### config.mk
export PLATFORM = sky130hd
export DESIGN_NAME = mfp_irq_ctrl
export DESIGN_NICKNAME = d
export VERILOG_FILES = /design/src/rtl/mfp_irq_pkg.sv /design/src/rtl/mfp_irq_prio.sv /design/src/rtl/mfp_irq_ctrl.sv
export SDC_FILE = /design/constraint.sdc
export NUM_CORES = 1
export LEC_CHECK = 0
export CAP_MARGIN = 20
export CORE_MARGIN = 2
export CORE_UTILIZATION = 58
export CTS_BUF_LIST = sky130_fd_sc_hd__clkbuf_16
export CTS_CLUSTER_SIZE = 30
export DETAILED_ROUTE_END_ITERATION = 6
export GPL_TIMING_DRIVEN = 0
export PLACE_DENSITY = 0.81
export SYNTH_ARGS = -nofsm -noshare
export SYNTH_HDL_FRONTEND = slang
export SYNTH_SLANG_ARGS = --single-unit
### constraint.sdc
create_clock -name CLK -period 3.4 [get_ports CLK]
set_clock_uncertainty 0.15 [all_clocks]
set_input_delay 0.68 -clock CLK [delete_from_list [all_inputs] [get_ports CLK]]
set_output_delay 0.68 -clock CLK [all_outputs]
set_load 0.03 [all_outputs]
### src/rtl/mfp_irq_pkg.sv
// Shared constants for the MFP interrupt controller: register indices,
// timer channel numbers and the default spurious vector.
package mfp_irq_pkg;

  localparam int unsigned NUM_CH = 16;
  localparam int unsigned IDX_W  = 4;
  localparam int unsigned DAT_W  = 8;

  // Register index map (ADDR)
  localparam logic [3:0] IERA = 4'd3;
  localparam logic [3:0] IERB = 4'd4;
  localparam logic [3:0] IPRA = 4'd5;
  localparam logic [3:0] IPRB = 4'd6;
  localparam logic [3:0] ISRA = 4'd7;
  localparam logic [3:0] ISRB = 4'd8;
  localparam logic [3:0] IMRA = 4'd9;
  localparam logic [3:0] IMRB = 4'd10;
  localparam logic [3:0] VR   = 4'd11;

  // Timer channel numbers on INT_SRC
  localparam int unsigned CH_TMR_A = 13;
  localparam int unsigned CH_TMR_B = 8;
  localparam int unsigned CH_TMR_C = 5;
  localparam int unsigned CH_TMR_D = 4;

  localparam logic [7:0] SPUR_VEC_DEF = 8'h18;

endpackage

### src/rtl/mfp_irq_prio.sv
// Highest-set-bit encoder over the 16 interrupt channels.
//   vec   : channel bit vector, bit 15 = highest priority
//   any_c : at least one bit set
//   idx_c : index of the highest set bit (0 when none set)
module mfp_irq_prio
  import mfp_irq_pkg::*;
(
  input  logic [NUM_CH-1:0] vec,
  output logic              any_c,
  output logic [IDX_W-1:0]  idx_c
);

  // Ascending scan: the last set bit seen is the highest
  always_comb begin
    any_c = 1'b0;
    idx_c = '0;
    for (int i = 0; i < NUM_CH; i++) begin
      if (vec[i]) begin
        any_c = 1'b1;
        idx_c = IDX_W'(i);
      end
    end
  end

endmodule

### src/rtl/mfp_irq_ctrl.sv
// MFP68901-style 16-channel interrupt controller.
//   CLK, RST_N         : clock, async active-low reset
//   SEL, WE, ADDR      : register access strobe, write enable, register index
//   DAT_I, DAT_O       : write data, registered read data
//   INT_SRC            : single-cycle event pulses, bit 15 highest priority
//   IRQ_N              : registered active-low interrupt request
//   IACK               : CPU acknowledge level
//   VEC_O, VEC_VALID   : acknowledged vector and its valid flag
module mfp_irq_ctrl
  import mfp_irq_pkg::*;
#(
  parameter logic [7:0] SPUR_VEC = SPUR_VEC_DEF
) (
  input  logic              CLK,
  input  logic              RST_N,
  input  logic              SEL,
  input  logic              WE,
  input  logic [3:0]        ADDR,
  input  logic [DAT_W-1:0]  DAT_I,
  output logic [DAT_W-1:0]  DAT_O,
  input  logic [NUM_CH-1:0] INT_SRC,
  output logic              IRQ_N,
  input  logic              IACK,
  output logic [DAT_W-1:0]  VEC_O,
  output logic              VEC_VALID
);

  logic [NUM_CH-1:0] ier, ipr, isr, imr;
  logic [3:0]        vr_base;
  logic              vr_s;

  logic [NUM_CH-1:0] ier_nxt, ipr_nxt, isr_nxt, imr_nxt;
  logic [3:0]        vr_base_nxt;
  logic              vr_s_nxt;
  logic [NUM_CH-1:0] ipr_keep, isr_keep;

  logic              iack_q;
  logic              iack_armed;

  logic              isr_any, win_any;
  logic [IDX_W-1:0]  isr_idx, win_idx;
  logic [NUM_CH-1:0] above, elig, ack_oh;
  logic              ack_edge, ack_hit;
  logic              wr, rd;
  logic [DAT_W-1:0]  rd_data;

  assign wr = SEL & WE;
  assign rd = SEL & ~WE;

  mfp_irq_prio u_prio_isr (
    .vec   (isr),
    .any_c (isr_any),
    .idx_c (isr_idx)
  );

  // Channels strictly above the highest in-service channel may interrupt
  always_comb begin
    above = '0;
    for (int i = 0; i < NUM_CH; i++) begin
      above[i] = ~isr_any | (IDX_W'(i) > isr_idx);
    end
  end

  assign elig = ipr & imr & above;

  mfp_irq_prio u_prio_win (
    .vec   (elig),
    .any_c (win_any),
    .idx_c (win_idx)
  );

  // iack_armed blocks an acknowledge until IACK has been seen low after reset
  assign ack_edge = IACK & ~iack_q & iack_armed;
  assign ack_hit  = ack_edge & win_any;
  assign ack_oh   = ack_hit ? (NUM_CH'(1) << win_idx) : '0;

  // Register update: clears first, then event sets, then IER disable wins
  always_comb begin
    ier_nxt     = ier;
    imr_nxt     = imr;
    vr_base_nxt = vr_base;
    vr_s_nxt    = vr_s;
    ipr_keep    = '1;
    isr_keep    = '1;
    if (wr) begin
      case (ADDR)
        IERA: ier_nxt[15:8] = DAT_I;
        IERB: ier_nxt[7:0]  = DAT_I;
        IPRA: ipr_keep[15:8] = DAT_I;
        IPRB: ipr_keep[7:0]  = DAT_I;
        ISRA: isr_keep[15:8] = DAT_I;
        ISRB: isr_keep[7:0]  = DAT_I;
        IMRA: imr_nxt[15:8] = DAT_I;
        IMRB: imr_nxt[7:0]  = DAT_I;
        VR: begin
          vr_base_nxt = DAT_I[7:4];
          vr_s_nxt    = DAT_I[3];
          if (!DAT_I[3]) isr_keep = '0;
        end
        default: ;
      endcase
    end
    ipr_nxt = ((ipr & ipr_keep & ~ack_oh) | (INT_SRC & ier)) & ier_nxt;
    isr_nxt = (isr & isr_keep) | (vr_s ? ack_oh : '0);
  end

  // Read mux
  always_comb begin
    rd_data = '0;
    case (ADDR)
      IERA: rd_data = ier[15:8];
      IERB: rd_data = ier[7:0];
      IPRA: rd_data = ipr[15:8];
      IPRB: rd_data = ipr[7:0];
      ISRA: rd_data = isr[15:8];
      ISRB: rd_data = isr[7:0];
      IMRA: rd_data = imr[15:8];
      IMRB: rd_data = imr[7:0];
      VR:   rd_data = {vr_base, vr_s, 3'b000};
      default: rd_data = '0;
    endcase
  end

  // State, read data, IRQ and acknowledge registers
  always_ff @(posedge CLK or negedge RST_N) begin
    if (!RST_N) begin
      ier        <= '0;
      ipr        <= '0;
      isr        <= '0;
      imr        <= '0;
      vr_base    <= '0;
      vr_s       <= 1'b0;
      DAT_O      <= '0;
      IRQ_N      <= 1'b1;
      iack_q     <= 1'b0;
      iack_armed <= 1'b0;
      VEC_O      <= '0;
      VEC_VALID  <= 1'b0;
    end else begin
      ier        <= ier_nxt;
      ipr        <= ipr_nxt;
      isr        <= isr_nxt;
      imr        <= imr_nxt;
      vr_base    <= vr_base_nxt;
      vr_s       <= vr_s_nxt;
      IRQ_N      <= ~win_any;
      iack_q     <= IACK;
      iack_armed <= iack_armed | ~IACK;
      if (rd) DAT_O <= rd_data;
      if (ack_edge) begin
        VEC_O     <= win_any ? {vr_base, win_idx} : SPUR_VEC;
        VEC_VALID <= 1'b1;
      end else if (!IACK) begin
        VEC_VALID <= 1'b0;
      end
    end
  end

endmodule

==> reports/metrics.cfg <==
[sta]
fin_crit_ns = 3.38
holdWs_ns = 0.106
final-hold-violation-count = 0
max_slew_margin_pct = 29.4
fmax_mhz = 295
setup_ws_ns = 0.0151
grt_setup_unrepaired = yes
report.final.slew_viol_count = 0
period_share_pct = 99.6
worst_pin_slew_ns = 1.05
setup_viol = 0

[cells_and_area]
layout_commonest_cell = dfrtp_1
nets = 663
multi_input_area_sq_mm = 0.00297
drive_gt1_share_pct = 15.0
synthToLayoutAreaGrowth_pct = 17.8
final_cell_mix = 88 x dfrtp_1, 76 x nand2_1, 48 x clkdlybuf4s50_1
num_antenna_cells = 0
fin_cells = 746
seqCellArea_sq_mm = 0.00223
fillerInstances = 713

[run]
cap_violations = 0

[die]
initial_core_util_pct = 58.9
dieArea_sq_mm = 0.0100
die_h_um = 100
io_pins = 51
core_sq_mm = 0.00906
rows = 35
die_w_um = 100

[routing]
postRouteAntennaNets = 0
drt_iter0_markers = 626
wl_per_cell_um = 25.0
dr_total_vias = 5187
drcViolationCount = 0
first_pass_iters = 7
drt-total-wl_um = 18700
post_drt_via_cell_ratio = 6.95

[clock_tree]
clockBufferDepth = 2
clkSinkCount = 89
numCtsBuffers = 9
h-tree-depth = 3
clk_pin_slew_ns = 0.07
clock_latency_ns = 0.35
postCtsSetupRepairBufs = 0
cts_resized = 0
cts_hold_buf = 0
tritoncts = yes
clock-root-buffer = clkbuf_16

[synth]
syn_inst = 566
synth_fp_nets = 599
netlist_area_sq_mm = 0.00534
yosysUniqueCellTypes = 80
yosysSeqAreaShare_pct = 41.7
synth_edf_count = 0
ys_ff_latch = 89
yosys_warnings = 0
avgSynthCellArea_sq_um = 9.44
ys.flop_type = dfrtp_1
synthArstFlopShare_pct = 100

[critical_path]
path_max_fanout = 7
startpoint_type = register
cp.arrival_ns = 3.46
critical_path_required_ns = 3.48
cp_cell_sequence = nor4_1 -> and2_1 -> buf_4 -> nand2_2 -> a2111oi_2 -> nor3_4 -> a211oi_1 -> a21oi_1 -> a31o_1
crit_family = compound AO/OA/AOI/OAI gates
reg2reg_setup_slack_ns = 0.02
cp-end-kind = register
path_class = reg -> reg
rr_endpoint = ipr[13]
r2r_cells = 9
slowest_stage = nor4_1
crit_buf_inv = 1
critPathMaxStageDelay_ns = 0.67
rr_startpoint = isr[8]

[grt]
grt.total_usage_pct = 38.7
grt_antenna_before_repair = 0
overflow = 0
grt_pass1_vias = 5004
grt_max_degree = 61
grt_pass1_wl_um = 28700

[pwr]
p_leak_nw = 2.58
power_density_mw_per_mm2 = 479
ir_drop_mv = 0.315

[min_path]
hold_class = in -> async

[placement]
portBuffers = 49
place_ws_ns = -0.189
gp_congestion = 1.06
dp.final_hpwl_um = 14300
dp.cells = 729

[status]
status = complete, no violations

==> worst max-delay path by stage <==
| stage | cells after the start | to | start | slack, ns |
|---|---|---|---|---|
| 3_3_place_gp | 1 | isr[6] | RST_N | -1.60 |
| 4_1_cts | 8 | ipr[9] | SEL | 0.16 |
| 2_1_floorplan | 8 | ipr[6] | isr[12] | 0.92 |
| 5_1_grt | 9 | ipr[13] | isr[8] | -0.009 |
| 6_report | 9 | ipr[13] | isr[8] | 0.02 |
| 3_5_place_dp | 8 | ipr[9] | SEL | -0.19 |
==> metrics by stage <==
step                setup TNS [ns]  power, mW  cell area, sq um  utilization, %
floorplan                        0       1.77              5340               -
global placement           -141.44       2.03              5970            65.9
detailed placement          -0.496       2.06              6010            66.3
CTS                              0       3.00              6290            69.4
global route              -0.00883       3.13              6300            69.5
finish                           0       3.02              6300            69.5
==> kinds of logic (layout without fill, tap and decap cells) <==
kind of cell | after synthesis | in the layout | synth area share, %
simple gates | 205 | 205 | 19.8
buf+inv | 34 | 103 | 2.74
mux | 43 | 43 | 8.95
flops | 89 | 89 | 41.7
compound gates | 195 | 195 | 26.8
==> cell type report <==
| cell class | instances | share of cell area [%] |
|---|---|---|
| clock buffers | 9 | 3.58 |
| repair buffers | 53 | 8.51 |
| plain buffers | 24 | 1.73 |
| inverters | 10 | 0.596 |
| well taps | 111 | 2.21 |
| multi-input cells | 443 | 47.1 |
| clock inverters | 7 | 0.855 |
| flip-flops and latches | 89 | 35.4 |
==> synth_stat cells, drive strengths merged (8+ instances only) <==
| library cell | n | area (sq um) |
|---|---|---|
| o21ai | 52 | 260 |
| nor3 | 13 | 87.6 |
| mux2 | 38 | 428 |
| nor2b | 12 | 75.1 |
| nor2 | 44 | 173 |
| and3 | 12 | 75.1 |
| a31o | 8 | 70.1 |
| nand3 | 12 | 70.1 |
| a21oi | 29 | 171 |
| nand2 | 77 | 292 |
| a22o | 8 | 70.1 |
| inv | 9 | 33.8 |
| clkbuf | 15 | 56.3 |
| a22oi | 8 | 60.1 |
| a21boi | 8 | 60.1 |
| buf | 9 | 52.5 |
| o22ai | 11 | 68.8 |
| nand2b | 10 | 70.1 |
| dfrtp | 88 | 2200 |
==> power breakdown <==
group	total [mW]	switching, mW	internal (mW)	leakage [nW]
sequential	1.35	0.149	1.20	1.16
combinational	0.714	0.423	0.291	1.29
clock	0.955	0.452	0.504	0.136
==> registers in the layout (all words and copies together), names as in the netlist <==
name and cells:
IRQ_N 1, imr 16, vr_s 1, isr 16, DAT_O 8, iack_armed 1, ier 16, ipr 16
vr_base 4, iack_q 1, VEC_O 8, VEC_VALID 1
==> per-layer routing <==
layer  vias to the layer above  track usage, %  part of all wire [%]
met1                      2523            52.9                    39
li1                       2262               -                     -
met5                         -               0                     0
met4                         0            19.2                   5.4
met3                        76            8.57                    10
met2                       326            58.7                    45
Power figures use the tool's default switching activity.
